==> config.mk <==
export PLATFORM = sky130hd
export DESIGN_NAME = sha_schedule
export DESIGN_NICKNAME = d
export VERILOG_FILES = /design/src/rtl/sha_schedule.sv
export SDC_FILE = /design/constraint.sdc
export NUM_CORES = 1
export LEC_CHECK = 0
export CORE_AREA = 2 2 268 270
export CTS_CLUSTER_SIZE = 10
export DETAILED_ROUTE_END_ITERATION = 7
export DIE_AREA = 0 0 270 272
export PLACE_DENSITY = 0.69
export SLEW_MARGIN = 20
export SYNTH_ARGS = -nofsm -noshare
export SYNTH_HDL_FRONTEND = slang
export SYNTH_SLANG_ARGS = --single-unit
==> constraint.sdc <==
create_clock -name clk -period 8 [get_ports clk]
set_input_delay 2.4 -clock clk [delete_from_list [all_inputs] [get_ports clk]]
set_output_delay 2.4 -clock clk [all_outputs]
set_load 0.05 [all_outputs]
==> src/rtl/sha_schedule.sv <==
// sha_schedule: SHA-256 / SHA-512 message-schedule expander.
// Keeps a 16-word sliding window and emits W[0..Nr-1] one word per accepted cycle.
// Optional macro SHA_SCHEDULE_PREFETCH_EN: a new block may be captured on the last
// round of the current block, giving back-to-back blocks with no idle bubble.
module sha_schedule #(
  parameter int Nw = 32,
  parameter int Nm = 64
) (
  input  logic             clk,
  input  logic             rst,
  input  logic [16*Nw-1:0] Block_Data,
  input  logic [Nm-1:0]    Block_Index,
  input  logic             Block_Valid,
  output logic             Block_Ready,
  output logic [Nw-1:0]    W_Data,
  output logic [6:0]       W_Round,
  output logic [Nm-1:0]    W_Index,
  output logic             W_Valid,
  output logic             W_Last,
  input  logic             W_Ready
);

  localparam int Nr = (Nw == 64) ? 80 : 64;
  localparam logic [6:0] LastRound = 7'(Nr - 1);

  typedef enum logic {IDLE, RUN} state_t;

  state_t        state;
  logic [Nw-1:0] window [16];
  logic [6:0]    round_q;
  logic [Nm-1:0] index_q;

  logic          at_last;
  logic          accept;
  logic          capture;
  logic [Nw-1:0] next_word;

  function automatic logic [Nw-1:0] rotr(input logic [Nw-1:0] x, input int n);
    return (x >> n) | (x << (Nw - n));
  endfunction

  function automatic logic [Nw-1:0] small_sigma0(input logic [Nw-1:0] x);
    if (Nw == 64) return rotr(x, 1) ^ rotr(x, 8) ^ (x >> 7);
    else          return rotr(x, 7) ^ rotr(x, 18) ^ (x >> 3);
  endfunction

  function automatic logic [Nw-1:0] small_sigma1(input logic [Nw-1:0] x);
    if (Nw == 64) return rotr(x, 19) ^ rotr(x, 61) ^ (x >> 6);
    else          return rotr(x, 17) ^ rotr(x, 19) ^ (x >> 10);
  endfunction

  // The window slot 16 positions ahead of window[0] is built from taps 0, 1, 9 and 14.
  assign next_word = small_sigma1(window[14]) + window[9] + small_sigma0(window[1]) + window[0];

  assign at_last = (round_q == LastRound);
  assign accept  = (state == RUN) && W_Ready;

`ifdef SHA_SCHEDULE_PREFETCH_EN
  assign Block_Ready = (state == IDLE) || ((state == RUN) && at_last && W_Ready);
`else
  assign Block_Ready = (state == IDLE);
`endif

  assign capture = Block_Valid && Block_Ready;

  assign W_Valid = (state == RUN);
  assign W_Data  = window[0];
  assign W_Round = round_q;
  assign W_Index = index_q;
  assign W_Last  = (state == RUN) && at_last;

  // Block capture has priority over the last-round accept so a prefetched block replaces the window.
  always_ff @(posedge clk) begin
    if (rst) begin
      state   <= IDLE;
      round_q <= '0;
      index_q <= '0;
      for (int k = 0; k < 16; k++) window[k] <= '0;
    end else if (capture) begin
      for (int k = 0; k < 16; k++) window[k] <= Block_Data[k*Nw +: Nw];
      index_q <= Block_Index;
      round_q <= '0;
      state   <= RUN;
    end else if (accept) begin
      for (int k = 0; k < 15; k++) window[k] <= window[k+1];
      window[15] <= next_word;
      if (at_last) begin
        state   <= IDLE;
        round_q <= '0;
      end else begin
        round_q <= round_q + 7'd1;
      end
    end
  end

endmodule

Yosys cells after proc, flatten, opt, wreduce, memory -nomap -nowiden
Memories as Yosys holds them, arrays and structs flattened. Index checks and enable logic that the tools add are counted. Widths: inputs -> output; s select.

Add/subtract/negate cells: 4. Eq/ne operators: 1. Muxes and demuxes: 45. Bitwise gates (word level): 41. Reductions and logical operators: 7.

Operators with widths (number): $mux 32 (32); $add 32x32->32 (3); $xor 32x32->32 (2); $or 1x1->1 (32); $or 13x32->32 (1); $or 14x32->32 (1); $or 15x32->32 (1); $or 25x32->32 (1); $xor 32x22->32 (1); $xor 32x29->32 (1); $mux 1 (12); $add 7x1->7 const B (1); $eq 7x6->1 const B (1); $mux 7 (1); $reduce_bool 2->1 (2); $logic_and 1x1->1 (3); $reduce_and 2->1 (1); $reduce_or 2->1 (1); $not 1->1 (1).

Flip-flop bits (word level): 72. Bits in writable memories: 512. Input port bits: 580. Output and inout port bits: 106. Logic and storage cells: 102. Memories: 1.

Memories: window (words 16, width 32, rd ports 16, clocked after Yosys merged registers in 0, write ports 16, RTL line 29) `logic [Nw-1:0] window [16];`.

Longest topological paths before layout
Depth in word-level cells: 7. Mapped depth: 16. Depth with buffers taken out: 16.

Worst setup path before layout
No wires, ideal clock.

Kind: input to register. Start: input port W_Ready. End: memory window[1][0], in the netlist window[0][32], enable pin. Setup time: 1.747 ns. Arrival time: 6.812 ns. Data required time: 6.253 ns. Path slack: -0.558 ns. Stages on the path: 5. Buffers on the path: 2. Path through: and2_1 > clkbuf_1 > nor2_1 > clkbuf_1 > nand2_1.

RTL lines: start, declared (RTL line 20) `input logic W_Ready`; end, declared (RTL line 29).

Worst setup path in the final report
Start: register round_q[0], in the netlist W_Round[0]. End: output port W_Last.

Longest elaborated chain between the ends: 2.

RTL lines: start, declared (RTL line 30) `logic [6:0] round_q;`; start signal, assigned (RTL line 91) `round_q <= round_q + 7'd1;`; $eq 7x6->1 (RTL line 55) `assign at_last = (round_q == LastRound);`; $logic_and 1x1->1 (RTL line 70) `assign W_Last = (state == RUN) && at_last;`; end, declared (RTL line 19) `output logic W_Last,`.

No other way between the ends.

==> out/metrics.yaml <==
outcome: "complete, no violations"
r2r_cells: 16
dieArea_sq_mm: 0.0734
critical_path_peak_fanout: 6
cts_max_path_bufs: 3
final_global_route_overflow_total: 0
worstSkewPairLatency_ns: 0.61
cp-start-kind: "flip-flop"
drv_cap: 0
max_stage_delay_ns: 0.86
finalSetupViolations: 0
setup_repair_after_global_routing_missed_its_margin: "no"
final_core_occ: 0.533
critPathArrivalTime_ns: 2.59
maxClockFrequency_mhz: 200
ant_nets: 0
crit_path_top_delay_cell: "sky130_fd_sc_hd__clkdlybuf4s50_1"
drt_first_iter_violations: 2832
grt_max_degree: 139
final_nets: 3585
timing.critical_path.from: "W_Round[0]$_SDFFE_PP0P_"
worst_slew_pin_slew_ns: 0.978
dp_hpwl_mm: 82.4
rrSetupSlack_ns: 3.08
max-vdd-ir-drop_mv: 0.184
tritoncts_num_sinks: 584
post-cts-setup-buffer-count: 0
timing.setup.tns_ns: 0
floorplan.die.width_um: 270
synth_area_per_cell_sq_um: 12.1
critical_path_cell_count: 4
hold_viol_final: 0
placeableCoreArea_sq_mm: 0.0708
layout_setup_ws_ns: 3.01
slew_violations: 0
cp.required_ns: 5.60
grt_use_total: 0.286
flow.area_growth_from_synthesis_pct: 34.4
synth_cell_types: 50
drt-total-wl_mm: 108
pwrdens_mw_per_mm2: 302
critPathCaptureType: "output port"
setup.worst_path.end: "W_Last"
syn-instance-count: 2317
dieHeight_um: 272
ios: 686
timing.critical_path.max_delay_family: "buffers and inverters"
critical_path_class: "reg2out"
layout-drive-gt1-share: 0.0406
drt_pre_antenna_iters: 6
postCtsHoldBufs: 0
routability_congestion_estimate: 0.956
synth_seq_cells: 584
viasPerCell: 5.59
synth_sequential_area_ratio: 0.600
finish.cell_count_without_fillers: 3907
dpl_worst_slack_ns: 2.57
hold_ws_ns: 0.473
routedWlPerCell_um: 27.7
finClkSkew_ns: 0.0242
synth.cell_area_sq_mm: 0.0280
portBuffers: 685
cts_root_buffer: "sky130_fd_sc_hd__clkbuf_16"
timing.final.crit_period_ns: 4.99
ys.warnings.count: 0
worstPathCellList: "ha_1, nand3_1, nor4_1, clkdlybuf4s50_1"
r2r_end: "window[7][61]$_DFFE_PP_"
route.vias.total: 21836
cts.clk_slew.worst_paths_ns: 0.05
grt_first_pass_wirelength_mm: 152
initial_core_util: 0.396
power_leakage_uw: 0.0145
final_min_period_over_clock_period: 0.624
critPathBufInv: 1
filler_cell_count: 6054
rr_startpoint: "window[0][40]$_SDFFCE_PN0P_"
via_count_of_the_first_global_routing_pass: 21464
tritoncts.num_buffers: 71
worst_slew_margin_rel: 0.348
synth_ff_type: "sky130_fd_sc_hd__edfxtp_1"
hold_path.class: "reg2reg"
antenna_found_initial: 11
ys_async_sr_fraction: 0
route.detailed.drc: 0
clock_tree_from_tritoncts: "done"
post_cts_resize_count: 0
placed_cells_incl_taps: 3788
synth-edff-count: 512
postSynthNetCount: 2991
rows: 98
h-tree-depth: 3
==> cell families (layout without fill, tap and decap cells) <==
group	after synthesis	in the layout	synth area share
compound gates	685	685	0.179
xor+xnor	147	147	0.0459
fa+ha+maj	94	94	0.0585
buf+inv	334	971	0.0492
flops	584	584	0.600
mux	1	1	0.000357
other cells	0	3	0
simple gates	472	472	0.0679
==> synthesized netlist by cell type (8+ instances only) <==
| cell type | number | share of area |
|---|---|---|
| sky130_fd_sc_hd__inv_1 | 148 | 0.020 |
| sky130_fd_sc_hd__clkbuf_1 | 140 | 0.019 |
| sky130_fd_sc_hd__xnor2_1 | 122 | 0.038 |
| sky130_fd_sc_hd__a22o_1 | 383 | 0.12 |
| sky130_fd_sc_hd__o21ai_1 | 16 | 0.0029 |
| sky130_fd_sc_hd__dfxtp_1 | 72 | 0.051 |
| sky130_fd_sc_hd__nor3_1 | 9 | 0.0016 |
| sky130_fd_sc_hd__a21oi_1 | 211 | 0.038 |
| sky130_fd_sc_hd__nor2_1 | 30 | 0.0040 |
| sky130_fd_sc_hd__ha_1 | 32 | 0.014 |
| sky130_fd_sc_hd__buf_1 | 12 | 0.0016 |
| sky130_fd_sc_hd__nand4_1 | 9 | 0.0020 |
| sky130_fd_sc_hd__fa_1 | 62 | 0.044 |
| sky130_fd_sc_hd__nand2_1 | 387 | 0.052 |
| sky130_fd_sc_hd__a21o_1 | 8 | 0.0021 |
| sky130_fd_sc_hd__xor2_1 | 25 | 0.0078 |
| sky130_fd_sc_hd__edfxtp_1 | 512 | 0.55 |
| sky130_fd_sc_hd__o21ai_0 | 26 | 0.0046 |
| sky130_fd_sc_hd__buf_4 | 33 | 0.0088 |
==> registers in the layout (all words and copies together), names as in the netlist <==
name	flops
W_Index	64
W_Round	7
W_Valid	1
window	512
==> cell type report <==
cell class	instances	area [sq um]	area share
Inverter	148	556	0.0147
Clock inverter	11	186	0.00495
Multi-Input combinational cell	1399	9920	0.263
Antenna cell	3	7.51	0.000199
Timing Repair Buffer	707	7090	0.188
Clock buffer	105	1930	0.0511
Sequential cell	584	16800	0.446
Tap cell	950	1190	0.0315
==> layout by cell type, fill, tap and decap left out, types with 4 or more instances in the layout <==
cell / count
sky130_fd_sc_hd__clkdlybuf4s50_1: 684
sky130_fd_sc_hd__edfxtp_1: 512
sky130_fd_sc_hd__nand2_1: 383
sky130_fd_sc_hd__a22o_1: 383
sky130_fd_sc_hd__a21oi_1: 210
sky130_fd_sc_hd__inv_1: 148
sky130_fd_sc_hd__xnor2_1: 122
sky130_fd_sc_hd__dfxtp_1: 72
sky130_fd_sc_hd__clkbuf_16: 72
sky130_fd_sc_hd__fa_1: 62
sky130_fd_sc_hd__clkbuf_1: 33
sky130_fd_sc_hd__ha_1: 32
sky130_fd_sc_hd__nor2_1: 27
sky130_fd_sc_hd__o21ai_0: 26
sky130_fd_sc_hd__xor2_1: 25
sky130_fd_sc_hd__buf_4: 17
sky130_fd_sc_hd__o21ai_1: 16
sky130_fd_sc_hd__nand4_1: 9
sky130_fd_sc_hd__nor3_1: 9
sky130_fd_sc_hd__a21o_1: 8
sky130_fd_sc_hd__nand2b_1: 7
sky130_fd_sc_hd__nand3_1: 7
sky130_fd_sc_hd__o21a_1: 6
sky130_fd_sc_hd__o21bai_1: 6
sky130_fd_sc_hd__a211oi_1: 5
sky130_fd_sc_hd__buf_12: 5
sky130_fd_sc_hd__and3_1: 4
sky130_fd_sc_hd__nor2b_1: 4
sky130_fd_sc_hd__o31ai_1: 4
sky130_fd_sc_hd__nand3b_1: 4
sky130_fd_sc_hd__inv_6: 4
==> routing by layer <==
metal  GRT usage  wire [um]
met2       0.462      51600
met4      0.0646       2140
met3      0.0587       9870
met5           0        108
met1       0.397      44600
==> power breakdown <==
part | internal (uW) | switching, uW
clock | 1770 | 1260
sequential | 3740 | 261
combinational | 1670 | 2680
==> per-stage QoR <==
| stage | power [uW] | instance area (sq um) |
|---|---|---|
| floorplan | 6780 | 28100 |
| global placement | 8280 | 35600 |
| detailed placement | 8320 | 35600 |
| CTS | 11400 | 37700 |
| global route | 11900 | 37700 |
| finish | 11400 | 37700 |
==> how the worst min path moves through the flow <==
stage	from	to	slack [ns]	cells past startpoint
after detailed placement	W_Index[39]$_SDFFE_PP0P_	W_Index[39]$_SDFFE_PP0P_	0.45	1
after global placement	W_Index[25]$_SDFFE_PP0P_	W_Index[25]$_SDFFE_PP0P_	0.46	1
after CTS	W_Index[4]$_SDFFE_PP0P_	W_Index[4]$_SDFFE_PP0P_	0.47	1
final	W_Index[4]$_SDFFE_PP0P_	W_Index[4]$_SDFFE_PP0P_	0.47	1
after floorplan	window[1][0]$_SDFFCE_PN0P_	window[0][32]$_SDFFCE_PN0P_	0.51	1
after global routing	W_Index[63]$_SDFFE_PP0P_	W_Index[63]$_SDFFE_PP0P_	0.49	1
(Power assumes the default switching activity.)
